[src/rtl/bcd_chain_ctrl.sv]
// bcd_chain_ctrl
//   Sequencer for a chain of cascaded decade (BCD) digit counters. It serially
//   presets the chain one digit per cycle and rate-limits counting with a
//   prescaler. It ripples enables through the digit carry flags and stops on an
//   optional terminal count.
//
// Ports
//   clk, rst        rising-edge clock, synchronous active-high reset
//   start, stop     begin counting from IDLE / abort counting or leave DONE
//   preset_req      begin serial preset (accepted in IDLE or DONE)
//   preset_val      BCD preset, nibble i -> digit i, sampled on acceptance
//   term_en         enable stop-at-terminal-count
//   term_val        BCD terminal count
//   dig_q           current digit values (from the counters)
//   dig_cout        per-digit carry flags (q==9)
//   dig_en          per-digit enable
//   dig_load_n      per-digit load, active-low
//   dig_data        shared preset data bus
//   state           00 IDLE, 01 LOAD, 10 RUN, 11 DONE
//   done            high while in DONE
//   wrap            one-cycle pulse after the chain rolls over all-9s
//   preset_err      one-cycle pulse when a preset nibble >9 was forced to 0
module bcd_chain_ctrl #(
    parameter int DIGITS   = 4,
    parameter int TICK_DIV = 1
) (
    input  logic                  clk,
    input  logic                  rst,
    input  logic                  start,
    input  logic                  stop,
    input  logic                  preset_req,
    input  logic [4*DIGITS-1:0]   preset_val,
    input  logic                  term_en,
    input  logic [4*DIGITS-1:0]   term_val,
    input  logic [4*DIGITS-1:0]   dig_q,
    input  logic [DIGITS-1:0]     dig_cout,
    output logic [DIGITS-1:0]     dig_en,
    output logic [DIGITS-1:0]     dig_load_n,
    output logic [3:0]            dig_data,
    output logic [1:0]            state,
    output logic                  done,
    output logic                  wrap,
    output logic                  preset_err
);

    localparam int PW = (TICK_DIV > 1) ? $clog2(TICK_DIV) : 1;
    localparam int IW = (DIGITS > 1) ? $clog2(DIGITS) : 1;
    localparam logic [PW-1:0] PRESC_LAST = PW'(TICK_DIV - 1);
    localparam logic [IW-1:0] IDX_LAST   = IW'(DIGITS - 1);

    typedef enum logic [1:0] {
        S_IDLE = 2'b00,
        S_LOAD = 2'b01,
        S_RUN  = 2'b10,
        S_DONE = 2'b11
    } state_t;

    state_t               st;
    logic [IW-1:0]        idx;
    logic [PW-1:0]        presc;
    logic [4*DIGITS-1:0]  preset_cap;
    logic [4*DIGITS-1:0]  preset_clean;
    logic                 preset_bad;
    logic                 term_hit;
    logic                 tick;
    logic                 carry;

    // Sanitise the preset before capture: any non-BCD nibble becomes 0.
    // NOTE: every variable written here gets a default first so no latch is inferred.
    always_comb begin
        preset_clean = '0;
        preset_bad   = 1'b0;
        for (int i = 0; i < DIGITS; i++) begin
            if (preset_val[i*4 +: 4] > 4'd9) begin
                preset_bad = 1'b1;
            end else begin
                preset_clean[i*4 +: 4] = preset_val[i*4 +: 4];
            end
        end
    end

    assign term_hit = term_en && (dig_q == term_val);
    // stop and terminal-count both suppress the tick so the chain never
    // counts on the cycle the sequencer leaves RUN.
    assign tick = (st == S_RUN) && (presc == PRESC_LAST) && !stop && !term_hit;

    // NOTE: sequential state uses non-blocking assignments so all registers
    // update from the same pre-edge values.
    always_ff @(posedge clk) begin
        if (rst) begin
            st         <= S_IDLE;
            idx        <= '0;
            presc      <= '0;
            preset_cap <= '0;
            done       <= 1'b0;
            wrap       <= 1'b0;
            preset_err <= 1'b0;
        end else begin
            wrap       <= tick && (&dig_cout);
            preset_err <= 1'b0;
            case (st)
                S_IDLE: begin
                    if (preset_req) begin
                        st         <= S_LOAD;
                        idx        <= '0;
                        preset_cap <= preset_clean;
                        preset_err <= preset_bad;
                    end else if (start) begin
                        st    <= S_RUN;
                        presc <= '0;
                    end
                end
                S_LOAD: begin
                    if (idx == IDX_LAST) begin
                        st <= S_IDLE;
                    end else begin
                        idx <= idx + 1'b1;
                    end
                end
                S_RUN: begin
                    if (stop) begin
                        st <= S_IDLE;
                    end else if (term_hit) begin
                        st   <= S_DONE;
                        done <= 1'b1;
                    end else begin
                        presc <= (presc == PRESC_LAST) ? '0 : presc + 1'b1;
                    end
                end
                S_DONE: begin
                    if (preset_req) begin
                        st         <= S_LOAD;
                        done       <= 1'b0;
                        idx        <= '0;
                        preset_cap <= preset_clean;
                        preset_err <= preset_bad;
                    end else if (stop) begin
                        st   <= S_IDLE;
                        done <= 1'b0;
                    end
                end
                default: st <= S_IDLE;
            endcase
        end
    end

    assign state = st;

    // Digit controls are combinational so the digits update on the same edge
    // the sequencer advances; reset forces them inactive immediately.
    always_comb begin
        dig_en     = '0;
        dig_load_n = '1;
        dig_data   = 4'd0;
        carry      = 1'b0;
        if (!rst) begin
            case (st)
                S_LOAD: begin
                    dig_en[idx]     = 1'b1;
                    dig_load_n[idx] = 1'b0;
                    dig_data        = preset_cap[{idx, 2'b00} +: 4];
                end
                S_RUN: begin
                    // Ripple the tick up the chain through each lower digit's carry.
                    carry = tick;
                    for (int i = 0; i < DIGITS; i++) begin
                        dig_en[i] = carry;
                        carry     = carry & dig_cout[i];
                    end
                end
                default: ;
            endcase
        end
    end

endmodule

[config.mk]
export PLATFORM = sky130hd
export DESIGN_NAME = bcd_chain_ctrl
export DESIGN_NICKNAME = d
export VERILOG_FILES = /design/src/rtl/bcd_chain_ctrl.sv
export SDC_FILE = /design/constraint.sdc
export NUM_CORES = 1
export LEC_CHECK = 0
export CORE_UTILIZATION = 37
export CTS_BUF_LIST = sky130_fd_sc_hd__clkbuf_2 sky130_fd_sc_hd__clkbuf_4 sky130_fd_sc_hd__clkbuf_8
export CTS_CLUSTER_SIZE = 30
export DETAILED_ROUTE_END_ITERATION = 8
export PLACE_DENSITY = 0.78
export SYNTH_ARGS = -nofsm -noshare
export SYNTH_HDL_FRONTEND = slang
export SYNTH_SLANG_ARGS = --single-unit
[constraint.sdc]
create_clock -name clk -period 2.18 [get_ports clk]
set_input_delay 0.327 -clock clk [delete_from_list [all_inputs] [get_ports clk]]
set_output_delay 0.327 -clock clk [all_outputs]
set_load 0.05 [all_outputs]
==> impl_metrics.ini, run 1 <==
[pwr]
p_per_area_nw_per_um2 = 418
vdd_ir_drop_max_mv = 0.337
leakagePower_nw = 1.14

[floorplan]
num_rows = 23
io_pins = 75
start_util_pct = 39.1
dieWidth_um = 67.7
core_um2 = 4090
die_area_um2 = 4590
die_h_um = 67.7

[synth]
synth.area.top_cells = dfxtp_1 (29%), xor2_1 (8.2%), ha_1 (7.0%), a21oi_1 (5.9%), mux4_2 (5.6%)
syn_avg_cell_area_um2 = 8.24
ys_top_cells_by_count = dfxtp_1 (23), a21oi_1 (19), nand2_1 (16)
yosysMostFrequentCell = dfxtp_1
yosys_warnings = 0
syn_nets = 261
yosysTopAreaCell = dfxtp_1
yosys_most_used_dff = dfxtp_1
ys_async_sr_fraction_pct = 0
syn_inst = 194
synth_top_area_share_pct = 28.8
ys_ff_latch = 23
synth-seq-area-share_pct = 28.8
netlist_area_um2 = 1600
synth_cell_types = 35
synth-edff-count = 0

[placement]
portBuffers = 74
place_ws_ns = -0.142
dp_cells = 326
place_area_um2 = 2620
place_congestion = 0.851
dp_hpwl_mm = 3.64

[layout]
drive_above_1_share_pct = 25.4
fin_area_um2 = 2810
fin_util_pct = 68.8
nNetsFinal = 355
area_delta_synth_final_pct = 75.8
antenna-diode-count = 0
stdcell_count = 337
seqCellArea_um2 = 464
nFillCells = 337
multi_input_comb_area_um2 = 1190

[global_routing]
grt_usage_pct = 21.9
grt_overflow_total = 0
antenna_found_initial = 0
grt_max_degree = 22
grt_pass1_vias = 1692
grt_pass1_wl_mm = 7.48

[timing]
timing.slew.headroom_pct = 65.8
fin_crit_sh_pct = 98.9
tightest_slew_ns = 0.511
finalHoldViolations = 0
setup_ws_ns = 0.0237
fmax_mhz = 464
drv_slew = 0
period_needed_ns = 2.16
finalClockSkew_ns = 0.00506
fin_setup_tns_ns = 0
finalSetupViolations = 0

[flow_run]
maxCapViolations = 0

[cts]
cts_root_buf = clkbuf_8
clkSinkCount = 23
cts_buffer_depth = 2
cts_hold_buffers = 0
clk_pin_slew_ns = 0.09
clkLatencyLatePin_ns = 0.27
cts_buffers = 3
cts_tree = done
cts.htree.levels = 1

[critical_path]
crit_path_cell_trace = dlygate4sd2_1, xor2_1, nor4_2, nand3_2, o21ai_2, buf_6, a21boi_4, buf_12
worst_setup_path_end_kind = output port
cp_data_arrival_time_ns = 1.83
cp_slowest_cell = nor4_2
cp_num_buf_inv = 3
path_delay_family = simple AND/OR/NAND/NOR gates
path_class = in2out
critPathRequiredTime_ns = 1.85
path_max_fanout = 5
r2r_slack_ns = 0.37
start_kind = primary input
slowest_delay_ns = 0.36

[detailed_routing]
antenna_left = 0
routed-via-count = 1762
drt_iter0_markers = 115
post-route-drc-count = 0
drt_first_pass_iters = 4
totalWireLength_mm = 4.73
wire_per_inst_um = 14.0
via_per_inst = 5.23

[hold_path]
hold_class = reg2reg

[outcome]
status = completed
## sequential cells by signal, summed over array words and instances, names as in the netlist
signal,count
preset_cap,16
preset_err,1
idx,2
state,2
wrap,1
done,1
## cells in the final DEF, fill, tap and decap left out, types with 8 or more instances in the layout
master and count:
clkdlybuf4s50_1 39, buf_4 28, dfxtp_1 20, a21oi_1 19, nand2_1 14, xor2_1 12, dlygate4sd2_1 12, dlymetal6s2s_1 11
nand3_1 10, nor2_1 8, o21ai_0 8, nand3b_1 8, buf_12 8
## path summary, 6_finish.rpt
path                                                 start  cells past startpoint                         end
worst min register to register  preset_cap[1]$_SDFFE_PP0P_                      2  preset_cap[1]$_SDFFE_PP0P_
worst max-delay path                             dig_q[15]                      8                   dig_en[3]
worst min-delay path            preset_cap[1]$_SDFFE_PP0P_                      2  preset_cap[1]$_SDFFE_PP0P_
worst max register to register       state[0]$_SDFFE_PP0P_                      7       state[1]$_SDFFE_PP0P_
## what timing repair did
item                                    4_1_cts  5_1_grt
resized for setup                            21       21
buffers inserted                              6        2
pin swaps                                    15       11
endpoints found under the setup margin        4       11
## power by group
part | leakage (nW) | switching, mW | internal [mW]
registers | 0.188 | 0.0213 | 0.445
logic | 0.933 | 0.208 | 0.216
clock network | 0.0217 | 0.154 | 0.130
total | 1.14 | 0.383 | 0.791
## metrics by stage
| stage | power [mW] | hold slack [ns] |
|---|---|---|
| after global placement | 0.879 | 0.437 |
| final | 1.17 | 0.458 |
| after detailed placement | 0.888 | 0.446 |
| after floorplan | 0.691 | 0.429 |
| after CTS | 1.17 | 0.458 |
| after global routing | 1.23 | 0.471 |
## tightest hold or removal path: cells and delay by family (launching register included)
| family | cells | cell delay, ns |
|---|---|---|
| AND/OR/NAND/NOR | 1 | 0.05 |
| AO/OA/AOI/OAI | 1 | 0.05 |
| flip-flops | 1 | 0.32 |
## cell type report
class / instances / share of cell area, %
clock buffers: 3 / 1.47
clock inverters: 1 / 0.267
inverters: 7 / 0.935
multi-input cells: 154 / 42.5
flip-flops and latches: 23 / 16.5
well taps: 50 / 2.23
repair buffers: 99 / 36.1
## kinds of logic (layout without fill, tap and decap cells)
kind of cell | after synthesis | count (layout) | share of synthesized area, %
xor+xnor | 16 | 16 | 8.76
buf+inv | 17 | 110 | 3.99
mux | 5 | 5 | 6.26
flops | 23 | 23 | 28.8
compound gates | 46 | 46 | 16.8
fa+ha+maj | 9 | 9 | 7.04
simple gates | 78 | 78 | 28.3
## per-layer routing
layer | vias up | share of wire (%) | track usage [%]
met4 | 0 | 1.3 | 6.65
met2 | 72 | 54 | 40.5
li1 | 871 | - | -
met1 | 813 | 38 | 25.2
met3 | 6 | 7.0 | 3.89
met5 | - | 0 | 0
Power figures use the tool's default switching activity.
==> run 2: changes to the inputs <==
- clock period: 2.18 -> 2.5 ns (I/O delays scaled with it)
==> impl_metrics.ini, run 2 (synthesis gave the netlist of run 1 again) <==
[outcome]
status = completed

[placement]
place_congestion = 0.817
place_ws_ns = 0.0879
place_area_um2 = 2520
dp_cells = 315
portBuffers = 74
dp_hpwl_mm = 3.40

[critical_path]
path_max_fanout = 4
r2r_end = preset_cap[3]$_SDFFE_PP0P_
worst_setup_path_end_kind = output port
start_kind = primary input
rr_worst_depth = 6
critPathRequiredTime_ns = 2.12
timing.rr.start = state[1]$_SDFFE_PP0P_
cp_data_arrival_time_ns = 2.03
path_class = in2out
r2r_slack_ns = 0.41

[pwr]
p_switching_mw = 0.301
power.total_mw = 0.990
swShare_pct = 30.4
leakagePower_nw = 0.928
vdd_ir_drop_max_mv = 0.331
sequentialPowerShare_pct = 41.0
combPwrFrac_pct = 34.6
p_per_area_nw_per_um2 = 386
p_int_mw = 0.690
p_clk_share_pct = 24.3

[layout]
fin_area_um2 = 2570
antenna-diode-count = 0
area_delta_synth_final_pct = 60.6
nNetsFinal = 337
fin_util_pct = 62.8
final_common_cell = clkdlybuf4s50_1
final_cell_mix = clkdlybuf4s50_1 (62), dfxtp_1 (22), a21oi_1 (19)
nFillCells = 356
largest_reg_flops = 16
stdcell_count = 319
drive_above_1_share_pct = 13.8
seqCellArea_um2 = 462
regMostFlops = preset_cap
multi_input_comb_area_um2 = 1100

[global_routing]
grt_overflow_total = 0
grt_pass1_vias = 1536
antenna_found_initial = 0
top_usage_layer = met2
grt_max_degree = 22
grt_use_met1_pct = 24.2
use_met2_pct = 34.0
grt_usage_pct = 19.0
grt_pass1_wl_mm = 6.64
met3_usage_pct = 2.53

[cts]
cts.htree.levels = 1
cts_tree = done
cts_resized = 0
cts_buffers = 3
cts_hold_buffers = 0
cts_buffer_depth = 2
clk_pin_slew_ns = 0.08
clkSinkCount = 23
clkLatencyLatePin_ns = 0.26
post_cts_buffers = 0
cts_root_buf = clkbuf_8

[floorplan]
start_util_pct = 39.1
die_h_um = 67.7
die_area_um2 = 4590
dieWidth_um = 67.7
core_um2 = 4090
io_pins = 75
num_rows = 23

[timing]
setup_ws_ns = 0.0960
fmax_mhz = 416
drv_slew = 0
finalHoldViolations = 0
rsz0062_at_grt = no
timing.slew.headroom_pct = 52.3
period_needed_ns = 2.40
finalSetupViolations = 0
finalClockSkew_ns = 0.00177
hold_ws_ns = 0.455
fin_crit_sh_pct = 96.2
tightest_slew_ns = 0.715
fin_setup_tns_ns = 0

[detailed_routing]
via_per_inst = 5.19
post-route-drc-count = 0
drt_iter0_markers = 62
routed-via-count = 1657
wire_per_inst_um = 12.9
antenna_left = 0
totalWireLength_mm = 4.11
drt_first_pass_iters = 4

[hold_path]
whs_path_depth = 2
min_from = preset_cap[12]$_SDFFE_PP0P_
holdPathEnd = preset_cap[12]$_SDFFE_PP0P_
hold_class = reg2reg

[flow_run]
maxCapViolations = 0
==> run 2: changes by cell type in the layout (fill, tap and decap cells not counted), sizes merged <==
| cell | previous run | this run |
|---|---|---|
| buf | 37 | 19 |
| clkbuf | 3 | 4 |
| clkdlybuf4s50 | 39 | 62 |
| clkinvlp | 1 | 0 |
| dlygate4sd2 | 12 | 0 |
| dlymetal6s2s | 11 | 0 |
==> run 2: how the worst max path moves through the flow <==
| stage | startpoint | slack (ns) | cells after the start | end |
|---|---|---|---|---|
| 6_report | term_val[11] | 0.1 | 7 | dig_en[0] |
| 5_1_grt | term_val[11] | 0.03 | 7 | dig_en[0] |
| 4_1_cts | term_val[11] | 0.09 | 7 | dig_en[0] |
| 3_5_place_dp | term_val[11] | 0.09 | 7 | dig_en[0] |
| 3_3_place_gp | term_val[11] | 0.12 | 7 | dig_en[0] |
| 2_1_floorplan | state[1]$_SDFFE_PP0P_ | 0.05 | 6 | dig_en[0] |
==> run 2: layout make-up <==
class                   instances  share of cell area, %
well taps                      50                   2.44
inverters                       7                   1.02
flip-flops and latches         23                   18.0
multi-input cells             154                   43.0
clock buffers                   4                   1.90
repair buffers                 81                   33.6
==> run 2: worst max-delay path, stage by stage <==
cell	delay [ns]
clkdlybuf4s50_1	0.42
xor2_1	0.19
nor4_4	0.33
nand2_2	0.12
o21ai_0	0.34
a21boi_4	0.11
buf_12	0.16
==> run 2: power groups by stage <==
stage / combinational [mW] / sequential, mW / clock, mW
6_report: 0.343 / 0.406 / 0.241
5_1_grt: 0.371 / 0.411 / 0.263
4_1_cts: 0.344 / 0.407 / 0.248
3_5_place_dp: 0.343 / 0.415 / 0
3_3_place_gp: 0.337 / 0.414 / 0
2_1_floorplan: 0.177 / 0.423 / 0
==> run 2: per-layer routing <==
layer | share of wire, % | wire length (um)
met1 | 44 | 1820
met2 | 51 | 2110
met3 | 3.7 | 153
met4 | 0.56 | 23
met5 | 0 | 0
